[src/rtl/decode_stage_pkg.sv]
// Shared MIPS decode definitions: field positions, opcode constants,
// decode FSM state encoding and the single-instruction decode helper.
package decode_stage_pkg;

  // Instruction field positions (LSB of each field)
  localparam int unsigned OPCODE_LSB = 26;
  localparam int unsigned RS_LSB     = 21;
  localparam int unsigned RT_LSB     = 16;
  localparam int unsigned RD_LSB     = 11;
  localparam int unsigned FUNCT_LSB  = 0;
  localparam int unsigned IMM_LSB    = 0;

  // Opcodes that change destination or source usage
  localparam logic [5:0] OP_RTYPE = 6'h00;
  localparam logic [5:0] OP_J     = 6'h02;
  localparam logic [5:0] OP_JAL   = 6'h03;
  localparam logic [5:0] OP_BEQ   = 6'h04;
  localparam logic [5:0] OP_BNE   = 6'h05;
  localparam logic [5:0] OP_SW    = 6'h2B;

  localparam logic [4:0] REG_LINK = 5'd31;

  typedef enum logic [1:0] {
    ST_IDLE  = 2'd0,
    ST_CHECK = 2'd1,
    ST_READ  = 2'd2,
    ST_OUT   = 2'd3
  } state_e;

  typedef struct packed {
    logic [5:0]  opcode;
    logic [5:0]  funct;
    logic [4:0]  rs;
    logic [4:0]  rt;
    logic [31:0] imm;
    logic [4:0]  dest;
    logic        writes;
    logic        rs_used;
    logic        rt_used;
  } decoded_t;

  function automatic decoded_t decode_instr(input logic [31:0] instr);
    decoded_t d;
    logic [4:0] rd;
    d.opcode = instr[OPCODE_LSB +: 6];
    d.funct  = instr[FUNCT_LSB +: 6];
    d.rs     = instr[RS_LSB +: 5];
    d.rt     = instr[RT_LSB +: 5];
    rd       = instr[RD_LSB +: 5];
    d.imm    = {{16{instr[IMM_LSB + 15]}}, instr[IMM_LSB +: 16]};
    case (d.opcode)
      OP_RTYPE:                    begin d.dest = rd;       d.writes = 1'b1; end
      OP_JAL:                      begin d.dest = REG_LINK; d.writes = 1'b1; end
      OP_J, OP_BEQ, OP_BNE, OP_SW: begin d.dest = 5'd0;     d.writes = 1'b0; end
      default:                     begin d.dest = d.rt;     d.writes = 1'b1; end
    endcase
    // Jumps carry a target in the register fields, so neither source is real
    d.rs_used = !((d.opcode == OP_J) || (d.opcode == OP_JAL));
    d.rt_used = (d.opcode == OP_RTYPE) || (d.opcode == OP_BEQ) ||
                (d.opcode == OP_BNE)   || (d.opcode == OP_SW);
    return d;
  endfunction

endpackage

[src/rtl/reg_scoreboard.sv]
// Per-register busy scoreboard: one set port (issue), one clear port
// (writeback), two query ports that see a same-cycle clear as not busy.
module reg_scoreboard (
  input  logic       clk,
  input  logic       rst,
  input  logic       set_en,
  input  logic [4:0] set_addr,
  input  logic       clr_en,
  input  logic [4:0] clr_addr,
  input  logic [4:0] qa_addr,
  output logic       qa_busy,
  input  logic [4:0] qb_addr,
  output logic       qb_busy
);

  logic [31:0] busy_q;
  logic [31:0] busy_d;

  // Next busy vector: clear first so a coincident set to the same register wins
  always_comb begin
    // NOTE: start from the held value so every path assigns busy_d and no latch is inferred.
    busy_d = busy_q;
    if (clr_en) busy_d[clr_addr] = 1'b0;
    if (set_en) busy_d[set_addr] = 1'b1;
    busy_d[0] = 1'b0;
  end

  // Queries bypass a clear landing this cycle so a waiting reader is released immediately
  assign qa_busy = busy_q[qa_addr] & ~(clr_en & (clr_addr == qa_addr));
  assign qb_busy = busy_q[qb_addr] & ~(clr_en & (clr_addr == qb_addr));

  // Busy register; 32 flops, small enough to reset as a whole
  always_ff @(posedge clk or posedge rst) begin
    // NOTE: sequential state uses non-blocking assignment so all flops update from pre-edge values.
    if (rst) busy_q <= '0;
    else     busy_q <= busy_d;
  end

endmodule

[src/rtl/decode_stage.sv]
// Single-issue MIPS decode stage: accept one instruction, wait for its
// sources to be free, read the register file, present it to execute.
module decode_stage
  import decode_stage_pkg::*;
(
  input  logic        clk,
  input  logic        rst,
  input  logic        if_valid,
  output logic        if_ready,
  input  logic [31:0] if_instr,
  input  logic [31:0] if_pc,
  output logic        rf_ena,
  output logic [4:0]  rf_addra,
  input  logic [31:0] rf_dataa,
  output logic        rf_enb,
  output logic [4:0]  rf_addrb,
  input  logic [31:0] rf_datab,
  input  logic        wb_valid,
  input  logic [4:0]  wb_addr,
  input  logic        flush,
  output logic        ex_valid,
  input  logic        ex_ready,
  output logic [31:0] ex_pc,
  output logic [5:0]  ex_opcode,
  output logic [5:0]  ex_funct,
  output logic [31:0] ex_rs_data,
  output logic [31:0] ex_rt_data,
  output logic [31:0] ex_imm,
  output logic [4:0]  ex_dest,
  output logic        ex_writes
);

  state_e      state_q, state_d;
  logic [31:0] instr_q, instr_d;
  logic [31:0] pc_q, pc_d;
  logic        if_ready_q, if_ready_d;
  logic        rf_ena_q, rf_ena_d;
  logic [4:0]  rf_addra_q, rf_addra_d;
  logic [4:0]  rf_addrb_q, rf_addrb_d;
  logic        ex_valid_q, ex_valid_d;
  logic [31:0] ex_pc_q, ex_pc_d;
  logic [5:0]  ex_opcode_q, ex_opcode_d;
  logic [5:0]  ex_funct_q, ex_funct_d;
  logic [31:0] ex_rs_data_q, ex_rs_data_d;
  logic [31:0] ex_rt_data_q, ex_rt_data_d;
  logic [31:0] ex_imm_q, ex_imm_d;
  logic [4:0]  ex_dest_q, ex_dest_d;
  logic        ex_writes_q, ex_writes_d;

  decoded_t dec;
  logic     rs_busy, rt_busy, hazard, sb_set;

  assign dec    = decode_instr(instr_q);
  assign hazard = (dec.rs_used & rs_busy) | (dec.rt_used & rt_busy);

  reg_scoreboard u_sb (
    .clk      (clk),
    .rst      (rst),
    .set_en   (sb_set),
    .set_addr (ex_dest_q),
    .clr_en   (wb_valid),
    .clr_addr (wb_addr),
    .qa_addr  (dec.rs),
    .qa_busy  (rs_busy),
    .qb_addr  (dec.rt),
    .qb_busy  (rt_busy)
  );

  // Next-state and next-output logic; flush overrides everything last
  always_comb begin
    state_d      = state_q;
    instr_d      = instr_q;
    pc_d         = pc_q;
    if_ready_d   = if_ready_q;
    rf_ena_d     = 1'b0;
    rf_addra_d   = rf_addra_q;
    rf_addrb_d   = rf_addrb_q;
    ex_valid_d   = ex_valid_q;
    ex_pc_d      = ex_pc_q;
    ex_opcode_d  = ex_opcode_q;
    ex_funct_d   = ex_funct_q;
    ex_rs_data_d = ex_rs_data_q;
    ex_rt_data_d = ex_rt_data_q;
    ex_imm_d     = ex_imm_q;
    ex_dest_d    = ex_dest_q;
    ex_writes_d  = ex_writes_q;
    sb_set       = 1'b0;
    case (state_q)
      ST_IDLE: begin
        if (if_valid && if_ready_q) begin
          instr_d    = if_instr;
          pc_d       = if_pc;
          if_ready_d = 1'b0;
          state_d    = ST_CHECK;
        end else begin
          if_ready_d = 1'b1;
        end
      end
      ST_CHECK: begin
        if (!hazard) begin
          rf_ena_d   = 1'b1;
          rf_addra_d = dec.rs;
          rf_addrb_d = dec.rt;
          state_d    = ST_READ;
        end
      end
      ST_READ: begin
        ex_rs_data_d = rf_dataa;
        ex_rt_data_d = rf_datab;
        ex_pc_d      = pc_q;
        ex_opcode_d  = dec.opcode;
        ex_funct_d   = dec.funct;
        ex_imm_d     = dec.imm;
        ex_dest_d    = dec.dest;
        ex_writes_d  = dec.writes;
        ex_valid_d   = 1'b1;
        state_d      = ST_OUT;
      end
      ST_OUT: begin
        if (ex_ready) begin
          sb_set     = ex_writes_q && (ex_dest_q != 5'd0);
          ex_valid_d = 1'b0;
          if_ready_d = 1'b1;
          state_d    = ST_IDLE;
        end
      end
      default: state_d = ST_IDLE;
    endcase
    if (flush) begin
      sb_set     = 1'b0;
      rf_ena_d   = 1'b0;
      ex_valid_d = 1'b0;
      if_ready_d = 1'b1;
      state_d    = ST_IDLE;
    end
  end

  // All FSM state and registered outputs
  always_ff @(posedge clk or posedge rst) begin
    if (rst) begin
      state_q      <= ST_IDLE;
      instr_q      <= '0;
      pc_q         <= '0;
      if_ready_q   <= 1'b0;
      rf_ena_q     <= 1'b0;
      rf_addra_q   <= '0;
      rf_addrb_q   <= '0;
      ex_valid_q   <= 1'b0;
      ex_pc_q      <= '0;
      ex_opcode_q  <= '0;
      ex_funct_q   <= '0;
      ex_rs_data_q <= '0;
      ex_rt_data_q <= '0;
      ex_imm_q     <= '0;
      ex_dest_q    <= '0;
      ex_writes_q  <= 1'b0;
    end else begin
      state_q      <= state_d;
      instr_q      <= instr_d;
      pc_q         <= pc_d;
      if_ready_q   <= if_ready_d;
      rf_ena_q     <= rf_ena_d;
      rf_addra_q   <= rf_addra_d;
      rf_addrb_q   <= rf_addrb_d;
      ex_valid_q   <= ex_valid_d;
      ex_pc_q      <= ex_pc_d;
      ex_opcode_q  <= ex_opcode_d;
      ex_funct_q   <= ex_funct_d;
      ex_rs_data_q <= ex_rs_data_d;
      ex_rt_data_q <= ex_rt_data_d;
      ex_imm_q     <= ex_imm_d;
      ex_dest_q    <= ex_dest_d;
      ex_writes_q  <= ex_writes_d;
    end
  end

  assign if_ready   = if_ready_q;
  assign rf_ena     = rf_ena_q;
  assign rf_enb     = rf_ena_q;
  assign rf_addra   = rf_addra_q;
  assign rf_addrb   = rf_addrb_q;
  assign ex_valid   = ex_valid_q;
  assign ex_pc      = ex_pc_q;
  assign ex_opcode  = ex_opcode_q;
  assign ex_funct   = ex_funct_q;
  assign ex_rs_data = ex_rs_data_q;
  assign ex_rt_data = ex_rt_data_q;
  assign ex_imm     = ex_imm_q;
  assign ex_dest    = ex_dest_q;
  assign ex_writes  = ex_writes_q;

endmodule

[config.mk]
export PLATFORM = sky130hd
export DESIGN_NAME = decode_stage
export DESIGN_NICKNAME = d
export VERILOG_FILES = /design/src/rtl/decode_stage_pkg.sv /design/src/rtl/reg_scoreboard.sv /design/src/rtl/decode_stage.sv
export SDC_FILE = /design/constraint.sdc
export NUM_CORES = 1
export LEC_CHECK = 0
export CAP_MARGIN = 5
export CORE_MARGIN = 5
export CORE_UTILIZATION = 48
export CTS_CLUSTER_DIAMETER = 60
export DETAILED_ROUTE_END_ITERATION = 8
export PLACE_DENSITY_LB_ADDON = 0.2
export SYNTH_ARGS = -nofsm -noshare
export SYNTH_HDL_FRONTEND = slang
export SYNTH_SLANG_ARGS = --single-unit
[constraint.sdc]
create_clock -name clk -period 9.1 [get_ports clk]
set_input_delay 1.365 -clock clk [delete_from_list [all_inputs] [get_ports clk]]
set_output_delay 1.365 -clock clk [all_outputs]
set_load 0.01 [all_outputs]
==> run metrics <==
antenna cells=0; number of nets in the layout=approximately 1.1k; layout overhead on the synthesized area=39.3%; grt total ovfl=0; number of pins exceeding their max-slew limit in the final report=0; synthesized area=10100 µm²; max-slew headroom at the worst pin=0.322; Hold Crit Start=pc_q[23]; worst vdd rail ir drop=0.244 mV; asr flop ratio synth=1.00; sequence of cells on the critical path=clkdlybuf4s50_1; Total Die Area=24000 µm²; TritonCTS clock tree=done; pin count of the biggest net entering global routing=104; share of synthesized cell area in and, or, nand and nor gates=0.0438; number of buffers created by CTS=26; source of the critical timing path=ex_imm[15]; root cell of the clock tree=clkbuf_16; top cell family by delay on the critical path=flip-flops; Post-CTS Repair Setup Buffers=0; multiplexer share of the synthesized area=0.250; clock sink total=234; Combinational Power Share=0.418; met1 track demand over resource=0.261; Core Util, Final=0.673; final total negative setup slack=0 ns; Clk pin slew, worst setup/hold paths=0.06 ns; ratio of cells with drive above 1 in the final layout=0.249; Core Rows=53; classification of the worst-slack hold path=reg2reg; sequential cell fraction of total power=0.367; Clk network pwr share=0.215; Synth Area per Inst=roughly 14 µm²; total power draw=5.17 mW; initial core utilization=0.483; synthesized instance count=around 730; buffers from clock root to sink, at most=3; post-synth cell types=60; unrepaired setup endpoints after global routing=false; switch share=0.315; max-capacitance violation count=0; Iteration-0 DRC Markers=315; Most used DFF post-synth=dfrtp_1; Critical Path Source Type=register; global-route usage over all layers=0.212; adder-cell area share of the yosys netlist=0.00622; number of endpoints failing setup at the final stage=0; worst-path fanout max=18; Worst Hold Margin=0.499 ns; number of optimization iterations in the first detailed-route pass=4; most heavily used metal layer in global routing=met2; met2 GRT Util=0.344; average wire length per cell after detail routing=20.0 µm; Via-to-Cell Ratio=5.36; outcome=complete, no violations; category of the worst setup path capture point=primary output; Clock H-tree levels=1; cell count of the worst reg-to-reg path=6; Seq/Total Area, Yosys=0.582; number of antenna violations at the first check in global routing=2; transition time of the tightest slew-check pin=roughly 1.0 ns; clk_skew=0.00846 ns; first-pass GRT wire length=40400 µm; total detailed-routing wirelength=25900 µm; Post-Syn Nets=875; post-cts gate resize count=0; worst-case register-to-register setup slack=between 6 and 7 ns; leakage power summed over all cells=5.87 nW; required time of the critical path=7.74 ns; final hold viol count=0; Post-synth EDFFs=0; hold buffer count at CTS=0; Antenna Violating Nets Remaining=0; routability congestion estimate=0.824; met3 track demand over resource in global routing=0.0890; via count=6936; number of buffers and inverters on the critical path=1; total internal power=3.54 mW; total core area=~21000 µm²; share of the synthesized netlist area taken by xor and xnor gates=0.00871; critical register-to-register path endpoint=rf_addrb[0]; number of placed I/O pins=299; type of the worst setup path=reg2out; register bit total from synthesis=234; terminating pin of the worst hold path=ex_pc[23]; most frequent cells in the layout=clkdlybuf4s50_1 (298), dfrtp_1 (234), mux2_2 (182); warning count from the yosys run=0; switching component of the power=about 1.6 mW; die height=155 µm; DRC Markers=0; main combinational cell family by area after synthesis=multiplexers; ratio of final minimum period to clock period=0.352; worst hold path depth=1; width of the die=155 µm; final critical delay including setup and external delays=3.21 ns; max incr delay on CP=0.67 ns; count of buffers from port buffering=~300; most common library cell in the layout ignoring fill and taps=clkdlybuf4s50_1; total of fill cells in the finished design=approximately 1.6k; master of the slowest instance on the critical path=dfrtp_1; arrival time at the worst endpoint=~1.8 ns; Detail Placement HPWL=18400 µm; worst r2r src=instr_q[22]; maximum achievable frequency=slightly above 0.3 GHz; compound-gate portion of the synthesized area=0.0698; vias in the first global route=7318; Power per Cell Area=~370 nW/µm²; Worst-Skew Late Latency=0.51 ns
==> layer usage <==
| metal | vias up | routed length (µm) |
|---|---|---|
| li1 | 3135 | - |
| met1 | 3464 | 10000 |
| met2 | 284 | 12500 |
| met3 | 49 | 2790 |
| met4 | 4 | 675 |
| met5 | - | 21 |
==> registers in the layout, summed over array words and instances, names as in the netlist, 2 cells and up <==
signal / cells
ex_pc: 32
ex_rs_data: 32
state_q: 2
ex_opcode: 6
ex_imm: 11
rf_addra: 5
instr_q: 32
pc_q: 32
ex_rt_data: 32
ex_dest: 5
u_sb.busy_q: 31
ex_funct: 5
rf_addrb: 5
==> power by group through the flow <==
stage          combinational (mW)  sequential [mW]  clock [mW]
6_report                     2.16             1.90        1.11
2_1_floorplan                1.20             1.90           0
4_1_cts                      2.19             1.90        1.14
5_1_grt                      2.32             1.96        1.19
3_5_place_dp                 2.18             1.91           0
3_3_place_gp                 2.15             1.88           0
==> how the worst max path moves through the flow <==
stage | to | slack, ns | depth (start not counted)
3_3_place_gp | rf_addrb[0] | 5.56 | 7
3_5_place_dp | rf_addrb[0] | 5.53 | 7
5_1_grt | ex_imm[29] | 5.74 | 1
2_1_floorplan | ex_dest[0] | 1.32 | 1
6_report | ex_imm[20] | 5.89 | 1
4_1_cts | ex_imm[20] | 5.83 | 1
==> synthesized netlist by cell type, types with 4 or more instances <==
cell type,instances,area [µm²]
nand2b_1,4,25.0
a21o_1,5,37.5
xor2_1,8,70.1
dfrtp_1,234,5860
mux2_2,182,2050
o211ai_1,6,45.0
mux2i_1,21,210
nand2_1,13,48.8
mux2_4,10,150
nor2b_1,7,43.8
a21oi_1,12,60.1
nand3_1,16,80.1
nand3b_1,5,37.5
o21ai_0,68,340
nor2_1,11,41.3
inv_1,10,37.5
ha_1,5,62.6
clkbuf_1,23,86.3
buf_4,29,218
a22oi_1,4,30.0
==> per-stage QoR <==
step                      instance area, µm²  cells  worst slack [ns]
after floorplan                        10100    731              1.32
after global placement                 13100   1247              5.56
after detailed placement               13100   1247              5.53
after CTS                              14000   1295              5.83
after global routing                   14000   1295              5.74
final                                  14000   1295              5.89
==> area by class of cell <==
class,count,area [µm²],area share
flip-flops and latches,234,5860,0.418
multi-input cells,427,3830,0.273
repair buffers,301,3010,0.215
clock buffers,35,756,0.0539
well taps,275,344,0.0246
clock inverters,13,176,0.0126
inverters,10,45.0,0.00321
==> cell families after synthesis <==
| kind of cell | Yosys count |
|---|---|
| flops | 234 |
| mux | 217 |
| compound gates | 116 |
| simple gates | 79 |
| buf+inv | 70 |
| xor+xnor | 10 |
| fa+ha+maj | 5 |
Power figures use the tool's default switching activity.
